[src/rtl/pc_sequencer.sv]
// pc_sequencer: drives a program_counter through fetch / execute / update.
// One instruction at a time goes IDLE -> FETCH -> IMEM -> EXEC -> UPDATE.
// If imem_ack does not arrive within TIMEOUT_CYC cycles, the sequencer
// enters FAULT and stays there until reset.
// Optional feature: define PC_SEQ_PERF_EN to add the cyc_count and
// instr_count performance counters.
// The word width comes from `WORD (fmt.v). It falls back to 16 when that
// header is not compiled ahead of this file.

`ifndef WORD
`define WORD 16
`endif

module pc_sequencer #(
    parameter int TIMEOUT_CYC = 8
) (
    input  logic                     clk,
    input  logic                     rst_n,
    input  logic                     run,
    input  logic                     halt_req,
    output logic                     imem_req,
    input  logic                     imem_ack,
    input  logic [`WORD-1:0]         imem_rdata,
    output logic [`WORD-1:0]         instr,
    output logic                     exec_start,
    input  logic                     exec_done,
    input  logic                     br_taken,
    input  logic                     br_abs,
    input  logic [`WORD-1:0]         br_target,
    input  logic signed [`WORD-1:0]  br_offset,
    output logic                     pc_fetch,
    output logic                     pc_wb_tr,
    output logic                     pc_jump,
    output logic [`WORD-1:0]         jump_loc,
    output logic signed [`WORD-1:0]  jump_inc,
    output logic                     busy,
    output logic                     fault
`ifdef PC_SEQ_PERF_EN
    ,
    output logic [`WORD-1:0]         cyc_count,
    output logic [`WORD-1:0]         instr_count
`endif
);

    typedef enum logic [2:0] {
        S_IDLE   = 3'd0,
        S_FETCH  = 3'd1,
        S_IMEM   = 3'd2,
        S_EXEC   = 3'd3,
        S_UPDATE = 3'd4,
        S_FAULT  = 3'd5
    } state_t;

    // The wait counter only needs to reach TIMEOUT_CYC-1. Expiry is detected
    // on the last counted cycle, so the counter never has to hold TIMEOUT_CYC.
    localparam int            CW        = (TIMEOUT_CYC > 1) ? $clog2(TIMEOUT_CYC) : 1;
    localparam logic [CW-1:0] WAIT_LAST = CW'(TIMEOUT_CYC - 1);

    state_t                    state_q, state_d;
    logic [CW-1:0]             wait_cnt_q, wait_cnt_d;
    logic [`WORD-1:0]          instr_q;
    logic                      br_taken_q, br_abs_q;
    logic [`WORD-1:0]          br_target_q;
    logic signed [`WORD-1:0]   br_offset_q;
    logic                      exec_seen_q;
    logic                      halt_pend_q;

    // State register and IMEM wait counter.
    always_ff @(posedge clk or negedge rst_n) begin
        if (!rst_n) begin
            state_q    <= S_IDLE;
            wait_cnt_q <= '0;
        end else begin
            state_q    <= state_d;
            wait_cnt_q <= wait_cnt_d;
        end
    end

    // Next-state logic. An ack in the expiry cycle is tested first, so it wins.
    always_comb begin
        state_d    = state_q;
        wait_cnt_d = '0;
        case (state_q)
            S_IDLE:   if (run && !halt_req) state_d = S_FETCH;
            S_FETCH:  state_d = S_IMEM;
            S_IMEM: begin
                if (imem_ack) begin
                    state_d = S_EXEC;
                end else if (wait_cnt_q == WAIT_LAST) begin
                    state_d = S_FAULT;
                end else begin
                    wait_cnt_d = wait_cnt_q + 1'b1;
                end
            end
            S_EXEC:   if (exec_done) state_d = S_UPDATE;
            S_UPDATE: state_d = (halt_req || halt_pend_q || !run) ? S_IDLE : S_FETCH;
            S_FAULT:  state_d = S_FAULT;
            default:  state_d = S_IDLE;
        endcase
    end

    // Datapath: latch the instruction and branch result, and track the first
    // EXEC cycle. A halt request seen mid-instruction is held pending until
    // the UPDATE boundary.
    always_ff @(posedge clk or negedge rst_n) begin
        if (!rst_n) begin
            instr_q     <= '0;
            br_taken_q  <= 1'b0;
            br_abs_q    <= 1'b0;
            br_target_q <= '0;
            br_offset_q <= '0;
            exec_seen_q <= 1'b0;
            halt_pend_q <= 1'b0;
        end else begin
            if (state_q == S_IMEM && imem_ack) begin
                instr_q <= imem_rdata;
            end
            if (state_q == S_EXEC && exec_done) begin
                br_taken_q  <= br_taken;
                br_abs_q    <= br_abs;
                br_target_q <= br_target;
                br_offset_q <= br_offset;
            end
            exec_seen_q <= (state_q == S_EXEC);
            if (state_q == S_FETCH || state_q == S_IMEM || state_q == S_EXEC) begin
                halt_pend_q <= halt_pend_q | halt_req;
            end else begin
                halt_pend_q <= 1'b0;
            end
        end
    end

    // Outputs are decoded from state only. This keeps the strobes mutually
    // exclusive, and a reset clears them at once.
    always_comb begin
        imem_req   = (state_q == S_IMEM);
        pc_fetch   = (state_q == S_FETCH);
        exec_start = (state_q == S_EXEC) && !exec_seen_q;
        busy       = (state_q != S_IDLE) && (state_q != S_FAULT);
        fault      = (state_q == S_FAULT);
        instr      = instr_q;
        pc_wb_tr   = 1'b0;
        pc_jump    = 1'b0;
        jump_loc   = '0;
        jump_inc   = '0;
        if (state_q == S_UPDATE) begin
            if (!br_taken_q) begin
                pc_wb_tr = 1'b1;
                jump_inc = `WORD'(1);
            end else if (!br_abs_q) begin
                pc_wb_tr = 1'b1;
                jump_inc = br_offset_q;
            end else begin
                pc_jump  = 1'b1;
                jump_loc = br_target_q;
            end
        end
    end

`ifdef PC_SEQ_PERF_EN
    logic [`WORD-1:0] cyc_count_q, instr_count_q;

    // Performance counters. They stop in IDLE and FAULT because busy is low there.
    always_ff @(posedge clk or negedge rst_n) begin
        if (!rst_n) begin
            cyc_count_q   <= '0;
            instr_count_q <= '0;
        end else begin
            if (busy) cyc_count_q <= cyc_count_q + 1'b1;
            if (state_q == S_UPDATE) instr_count_q <= instr_count_q + 1'b1;
        end
    end

    assign cyc_count   = cyc_count_q;
    assign instr_count = instr_count_q;
`endif

endmodule

[config.mk]
export PLATFORM = sky130hd
export DESIGN_NAME = pc_sequencer
export DESIGN_NICKNAME = d
export VERILOG_FILES = /design/src/rtl/pc_sequencer.sv
export SDC_FILE = /design/constraint.sdc
export NUM_CORES = 1
export LEC_CHECK = 0
export ABC_AREA = 1
export BUFFER_PORTS_ARGS = -buffer_cell sky130_fd_sc_hd__buf_2
export CORE_ASPECT_RATIO = 1.4
export CORE_MARGIN = 2
export CORE_UTILIZATION = 43
export CTS_CLUSTER_DIAMETER = 30
export DETAILED_ROUTE_END_ITERATION = 10
export PLACE_DENSITY = 0.76
export SLEW_MARGIN = 20
export SYNTH_ARGS = -nofsm -noshare
export SYNTH_HDL_FRONTEND = slang
export SYNTH_SLANG_ARGS = --single-unit
[constraint.sdc]
create_clock -name clk -period 1.3 [get_ports clk]
set_clock_uncertainty 0.1 [all_clocks]
set_input_delay 0.065 -clock clk [delete_from_list [all_inputs] [get_ports clk]]
set_output_delay 0.065 -clock clk [all_outputs]
set_load 0.01 [all_outputs]
=== After elaboration in Yosys (flattened, before gate mapping) ===
Index checks and enable logic that the tools add are counted.

* Logic and storage cells: 58
* Input bits: 56
* Bits in latches: 0
* Bits in registers: 58
* Memories kept: 0
* Memory bits (read-only): 0
* RAM bits: 0

* Add/subtract/negate cells: 1
* Shifts and indexed selects: 0
* Reduce and logical (&&, ||, !) cells: 15
* Bitwise logic cells: 1
* Multipliers: 0
* Multiplexer cells: 22
* Div/mod/pow operators: 0
* Magnitude comparators: 0
* Equality and inequality tests: 10

{| class="wikitable"
|+ Operators with widths
! operator !! count
|-
| 2-to-1 mux 16 bit || 6
|-
| 2-to-1 mux 3 bit || 7
|-
| one-hot mux 3 bit (6 select lines) || 1
|-
| equality test 3 bit (second input constant) || 3
|-
| 2-to-1 mux 1 bit || 8
|-
| equality test 3 x 2 -> 1 bit (second input constant) || 2
|-
| logical AND 1 bit || 5
|-
| logical OR 1 bit || 4
|-
| != test 2 bit (second input constant) || 2
|-
| adder 3 x 1 -> 3 bit (second input constant) || 1
|-
| equality test 3 x 1 -> 1 bit (second input constant) || 1
|-
| logical NOT 1 bit || 3
|-
| logical NOT 3 bit || 1
|-
| != test 3 x 1 -> 1 bit (second input constant) || 1
|-
| != test 3 bit (second input constant) || 1
|-
| AND reduction 3 bit || 1
|-
| nonzero test 3 bit || 1
|-
| OR 1 bit || 1
|}

=== Longest topological paths before layout ===
Gate-level depths: netlist of run 1.

* Depth after elaboration: 4
* Gate-level depth with buffers: 8
* Gate-level depth less buffers: 8

=== Worst setup path before layout of run 1 ===
OpenSTA, ideal clock, no wires.

* Path type: reg2out
* From: register state_q[1]
* To: output port jump_loc[10]
* Data arrival time: 1.250 ns
* Slack: -0.115 ns
* Cell stages (with the launch flop): 7
* Path through: dfrtp_1 inv_2 nand2_1 nor2_4 nand3_4 buf_6 nor2_1

* Longest elaborated chain between the ends: 2

{| class="wikitable"
|+ Ends and longest elaborated chain
! item !! RTL line !! text
|-
| from (decl) || 59 || <nowiki>state_t state_q, state_d;</nowiki>
|-
| from (signal assigned) || 74 || <nowiki>state_q <= state_d;</nowiki>
|-
| equality test 3 bit || 146 || <nowiki>if (state_q == S_UPDATE) begin</nowiki>
|-
| 2-to-1 mux 16 bit || 146 ||
|-
| to (decl) || 34 || <nowiki>output logic [`WORD-1:0] jump_loc,</nowiki>
|}

Every way passes these cells.

=== Worst setup path after layout of run 1 ===
* From: register state_q[1]
* To: output port jump_loc[14]

Same word-level chain as after synthesis.

==> metrics.cfg, run 1 <==
[power_and_ir_drop]
p_seq_frac=0.303
p_int_mw=6.15
power.density_nw_per_um2=1910
p_leak_nw=2.74
clkPwrFrac=0.170
p_sw_mw=4.20
power_frac_comb=0.527
vdd_drop_max_mv=1.42
p_sw_frac=0.406

[setup_path]
rrSetupSlack_ns=-0.48
rr_startpoint=state_q[1]
startpoint_type=flip-flop
crit_type=reg -> out
cpPeakStageDelay_ns=0.40
cp_cell_sequence=inv_2 -> nand2_2 -> nor2_4 -> nand3_4 -> buf_16 -> nor2_4 -> buf_6
required_ns=1.13
r2r-end=instr[5]
cp_top_family=simple AND/OR/NAND/NOR gates
path_max_fanout=6
cp_common_cell=nor2_4
rr_worst_depth=11
slowest_stage=dfrtp_1
critPathBufInv=3
worst_setup_path_end_kind=primary output
critical_path_arrival_ns=1.63

[flow_run]
cap_violations=0

[synthesis]
synth_seq_cells=58
synth_ff_type=dfrtp_1
synth_nets=384
syn_area_um2=2660
ys_warn_count=0
synth-edff-count=0
syn_avg_cell_area_um2=8.17
async_flop_share=1.00
ys_types=22
syn_inst=326
ys_seq_area_frac=0.545

[grt]
grt_first_pass_wirelength_um=16800
grt.busiest_layer=met2
grtUsageMet3=0.0685
grt_use_total=0.317
grt_pass1_vias=3471
use_met1=0.328
grt_max_degree=59
antenna_found_initial=0
grt_remaining_overflow=0
gr-usage-met2=0.594

[drt]
antenna_left=0
drtPass1Iterations=4
drt_wl_total_um=11900
drc=0
viasPerCell=5.20
drt_iter0_drc=240
wl_per_cell_um=19.1
vias=3246

[finish]
area_delta_synth_final_pct=103
stdcell_count=624
fin_util=0.917
drive_above_1_share=0.563
fin_nets=607
diodes=0
fin_area_um2=5410

[cts]
clock_path_buffers=2
clk_pin_slew_ns=0.07
cts_buffers=9
cts_max_level=3
worstSkewPairLatency_ns=0.35
cts_tree=done
root_buffer=clkbuf_8
clock-sinks=58

[sta]
period_needed_ns=1.79
timing.final.ws_setup_ns=-0.495
slew_headroom=0.783
worst_pin_slew_ns=0.326
setup_tns_ns=-35.20
finalHoldViolations=0
fmax_ghz=0.557
slew_violations=0
rsz0062_at_grt=yes
fin_crit_sh=1.38
setup_viol=96

[min_path]
hold_class=in -> reg
hold_depth=5
min_to=state_q[0]
worst_hold_startpoint=run

[die]
die_h_um=97.1
floorplan.die_area_um2=6850
start_util=0.451
pin_count=111
core_area_um2=5900
dieWidth_um=70.5
row_count=33

[placed_design]
post_dp_cell_area_um2=3580
place.gp.congestion=0.779
dp_cells=519
numPortBuffers=110
dpl.hpwl_um=4730

[status]
outcome=complete, but fails checks
violations=setup timing

==> flip-flops by register name, summed over array words and instances, names as in the netlist <==
signal       cells
exec_seen_q      1
br_taken_q       1
instr           16
br_target_q     16
br_abs_q         1
halt_pend_q      1
wait_cnt_q       3
state_q          3
br_offset_q     16
==> worst max path at each step <==
stage | from | cells after the start | endpoint | slack, ns
after floorplan | state_q[1] | 6 | jump_loc[10] | -0.09
after detailed placement | state_q[2] | 7 | instr[15] | -0.16
after CTS | state_q[0] | 7 | jump_loc[0] | -0.40
after global routing | state_q[1] | 7 | jump_loc[14] | -0.58
after global placement | state_q[2] | 7 | instr[2] | -0.10
final | state_q[1] | 7 | jump_loc[14] | -0.49
==> cell type report <==
type                       count  area [um^2]
tap                           70         87.6
timing repair buffer         225         2000
fill                         232          490
sequential                    58         1450
multi-input combinational    224         1530
inverter                      30          125
clock buffer                  12          155
timing repair inverter         1         11.3
clock inverter                 4         50.0
==> tightest hold or removal path: cells and delay by family <==
| kind | cells | cell delay (ns) |
|---|---|---|
| buf+inv | 1 | 0.12 |
| simple gates | 4 | 0.28 |
==> routing by layer <==
metal,vias up,wire [um]
li1,1449,-
met1,1581,3950
met2,170,6840
met3,46,715
met4,0,437
met5,-,0
==> cell usage after synthesis (3+ instances only) <==
cell	count	area share
a21oi_1	19	0.036
nand3_1	21	0.039
nor2_1	58	0.082
nor3_1	3	0.0056
inv_1	26	0.037
nor2_8	3	0.023
buf_2	7	0.013
buf_6	3	0.013
dfrtp_1	58	0.54
nand2_1	109	0.15
inv_2	3	0.0042
==> layout by cell type, fill, tap and decap left out, drive strengths merged, types with 2 or more instances in the layout <==
cell type	count
a21oi	19
buf	170
clkbuf	13
clkinvlp	2
dfrtp	58
dlygate4sd3	54
ha	2
inv	31
nand2	112
nand3	22
nor2	62
nor3	3
o21a	2
==> through the flow <==
step	power (mW)	hold slack, ns	worst slack, ns
after floorplan	4.83	-0.331	-0.0879
after global placement	5.97	-0.0113	-0.104
after detailed placement	6.11	-0.0133	-0.163
after CTS	9.29	0.0102	-0.397
after global routing	10.9	0.0552	-0.585
final	10.3	0.0538	-0.495
==> what timing repair did <==
item,in CTS,in global routing
hold buffers,54,0
hold endpoints to repair,111,0
gates resized for setup,117,68
pin swaps,21,18
endpoints found under the setup margin,77,96
gates cloned,6,1
buffers inserted,25,5
==> logic make-up after synthesis <==
family          Yosys count  share of synthesized area
buf+inv                  44                     0.0775
simple gates            200                      0.325
flops                    58                      0.545
compound gates           22                     0.0432
fa+ha+maj                 2                    0.00939
==> power by group through the flow <==
stage	combinational [mW]	clock [mW]	sequential [mW]
after detailed placement	3.11	0	2.99
final	5.46	1.76	3.13
after global placement	3.00	0	2.97
after global routing	5.80	1.87	3.18
after floorplan	1.80	0	3.04
after CTS	4.56	1.72	3.01
Note: power is estimated with default switching activity, not from simulation.
==> run 2, diff against run 1 <==
--- a/config.mk
+++ b/config.mk
@@ -5,7 +5,7 @@
 export SDC_FILE = /design/constraint.sdc
 export NUM_CORES = 1
 export LEC_CHECK = 0
-export ABC_AREA = 1
+export ABC_AREA = 0
 export BUFFER_PORTS_ARGS = -buffer_cell sky130_fd_sc_hd__buf_2
 export CORE_ASPECT_RATIO = 1.4
 export CORE_MARGIN = 2
==> metrics.cfg, run 2 <==
[status]
outcome=complete, but fails checks
violations=setup timing

[cts]
cts_buffers=9  ; unchanged
worstSkewPairLatency_ns=0.33  ; -0.02 ns
cts_max_level=3  ; unchanged
clock-sinks=58  ; unchanged
clk_pin_slew_ns=0.06  ; about the same
cts_tree=done
clock_path_buffers=2  ; unchanged
root_buffer=clkbuf_8

[sta]
period_needed_ns=1.98  ; +0.189 ns
fin_crit_sh=1.53  ; +0.145
worst_pin_slew_ns=0.311  ; -0.0145 ns
holdWs_ns=0.0507  ; -0.00307 ns
rsz0062_at_grt=yes
setup_viol=97  ; +1.0%
slew_violations=0  ; unchanged
finalHoldViolations=0  ; unchanged
fmax_ghz=0.504  ; -9.5%
timing.final.ws_setup_ns=-0.684  ; -0.189 ns
slew_headroom=0.792  ; +0.00989

[flow_run]
cap_violations=0  ; unchanged

[die]
dieWidth_um=69.4  ; -1.6%
start_util=0.442  ; -0.00929
row_count=33  ; unchanged
floorplan.die_area_um2=6630  ; -3.3%
die_h_um=95.5  ; -1.7%
pin_count=111  ; unchanged
core_area_um2=5820  ; -1.4%

[grt]
antenna_found_initial=0  ; unchanged
grt_pass1_vias=2620  ; -25%
grt_use_total=0.261  ; -0.0555
grt_remaining_overflow=0  ; unchanged
grt_first_pass_wirelength_um=13200  ; -22%
grt_max_degree=59  ; unchanged

[synthesis]
synth.mux.area_fraction=0.219  ; +0.219
synth_ff_type=dfrtp_1
synth_adder_area_share=0.00973  ; +0.000334
synth-compound-area-share=0.0209  ; -0.0223
ys_types=31  ; +41%
syn_area_um2=2570  ; -3.4%
yosysMostFrequentCell=dfrtp_1
synthXorXnorAreaFrac=0  ; unchanged
synth_seq_cells=58  ; unchanged
synthSimpleGateAreaFrac=0.155  ; -0.170
yosys.area.top_type=dfrtp_1
syn_avg_cell_area_um2=13.3  ; +62%
ys_warn_count=0  ; unchanged
ys_top_cells_by_area=dfrtp_1 56%, mux2_2 22%, and2_1 6.3%
synth_nets=252  ; -34%
ys_seq_area_frac=0.564  ; +0.0193
async_flop_share=1.00  ; unchanged
synth_commonest_cells=58 x dfrtp_1, 50 x mux2_2, 26 x and2_1
synth_top_area_frac=0.564  ; +0.0193
syn_inst=194  ; -40%
synth-edff-count=0  ; unchanged
synth_top_family_by_area=multiplexers

[setup_path]
slowest_stage=dfrtp_1
startpoint_type=flip-flop
cp_cell_sequence=buf_4 -> buf_6 -> buf_6 -> and2b_2 -> buf_6 -> or3_1 -> buf_2
cp_common_cell=buf_6
critical_path_arrival_ns=1.82  ; +0.19 ns
crit_start=state_q[0]
rr_startpoint=state_q[0]
worst_setup_path_end_kind=primary output
cpPeakStageDelay_ns=0.37  ; -0.03 ns
required_ns=1.13  ; about the same
crit_type=reg -> out
path_max_fanout=3  ; -3

[finish]
diodes=0  ; unchanged
seq_area_um2=1450  ; about the same
fill_cells=277  ; +19%
stdcell_count=472  ; -24%
multiInputGateArea_um2=1400  ; -8.3%
drive_above_1_share=0.644  ; +0.0811
layout_common_cells=84 x buf_2, 58 x dfrtp_1, 56 x dlygate4sd3_1, 50 x mux2_4, 40 x buf_6
final_common_cell=buf_2
fin_util=0.843  ; -0.0736
fin_nets=455  ; -25%
area_delta_synth_final_pct=90.9

[power_and_ir_drop]
p_sw_frac=0.308  ; -0.0972
power.density_nw_per_um2=1910  ; -0.25%
clkPwrFrac=0.179  ; +0.009
vdd_drop_max_mv=1.31  ; -7.8%
total_power_mw=9.36  ; -9.5%
power_frac_comb=0.472  ; -0.055
p_seq_frac=0.349  ; +0.046
p_leak_nw=2.50  ; -8.8%
p_sw_mw=2.89  ; -31%
p_int_mw=6.47  ; +5.3%

[drt]
drt_iter0_drc=97  ; -60%
drtPass1Iterations=4  ; unchanged
drc=0  ; unchanged
viasPerCell=4.95  ; -4.9%
wl_per_cell_um=18.0  ; -6.1%
drt_wl_total_um=8490  ; -29%
vias=2336  ; -28%
antenna_left=0  ; unchanged

[placed_design]
dpl.hpwl_um=3980  ; -16%
numPortBuffers=110  ; unchanged
post-place-ws_ns=-0.318  ; -0.155 ns
place.gp.congestion=0.752  ; -3.4%
dp_cells=380  ; -27%

[min_path]
worst_hold_startpoint=exec_done
hold_class=in -> reg

-- run 2: cell types whose count changed in the layout (fill, tap and decap cells not counted), sizes merged, moves of 3 or more --
cell,before,now
nor2,62,7
a21oi,19,3
inv,31,3
buf,170,146
nand2,112,6
and2,0,33
nor2b,0,3
nand3,22,1
mux2,0,50
-- run 2: kinds of logic after synthesis --
logic type                 Yosys count
and+or+nand+nor                     62
DFF                                 58
muxes                               50
buffers and inverters               13
AOI/OAI and AO/OA                    9
adders and majority gates            2
-- run 2: per-stage QoR --
stage                     area (um^2)  setup TNS (ns)
after floorplan                  2680          -15.78
after global placement           3420          -20.90
after detailed placement         3420          -22.63
after CTS                        4840          -47.39
after global routing             4910          -61.24
final                            4910          -55.92
-- run 2: area by class of cell --
class                           instances  share of cell area
Clock inverter                          2             0.00714
Multi-Input combinational cell        123               0.286
Inverter                                3             0.00229
Clock buffer                           14              0.0331
Sequential cell                        58               0.296
Timing Repair Buffer                  202               0.358
Tap cell                               70              0.0178
-- run 2: critical path: cells and delay by family, from the launching register on --
| kind | cells | cell delay (ns) |
|---|---|---|
| flip-flops | 1 | 0.37 |
| buffers and inverters | 5 | 0.62 |
| AND/OR/NAND/NOR | 2 | 0.49 |
-- run 2: per-layer routing --
metal	routed length, um	track usage	up-vias
li1	-	-	1065
met1	3090	0.286	1169
met2	4780	0.485	77
met3	315	0.0624	25
met4	296	0.108	0
met5	0	0	-
-- run 2: path summary, 6_finish.rpt --
check	end	slack (ns)	depth (start not counted)
worst max-delay path	busy	-0.68	7
worst min-delay path	state_q[2]	0.05	4
worst max register to register	br_target_q[11]	-0.67	9
worst min register to register	wait_cnt_q[0]	0.40	1
max in group asynchronous	exec_seen_q	0.67	3
min in group asynchronous	br_target_q[12]	0.16	3
-- run 2: timing repair --
action                                  in CTS  in global routing
pin swaps                                    8                  9
hold buffers                                56                  0
cloned                                       4                  0
resized for setup                           96                 33
endpoints found under the setup margin      94                 97
hold endpoints to repair                   112                  0
setup buffers                               16                  5
-- run 2: power groups by stage --
stage	Clock [mW]	Combinational (mW)	Sequential [mW]
2_1_floorplan	0	1.63	3.20
3_3_place_gp	0	2.58	3.11
3_5_place_dp	0	2.67	3.16
4_1_cts	1.70	4.11	3.17
5_1_grt	1.77	4.70	3.37
6_report	1.67	4.42	3.27
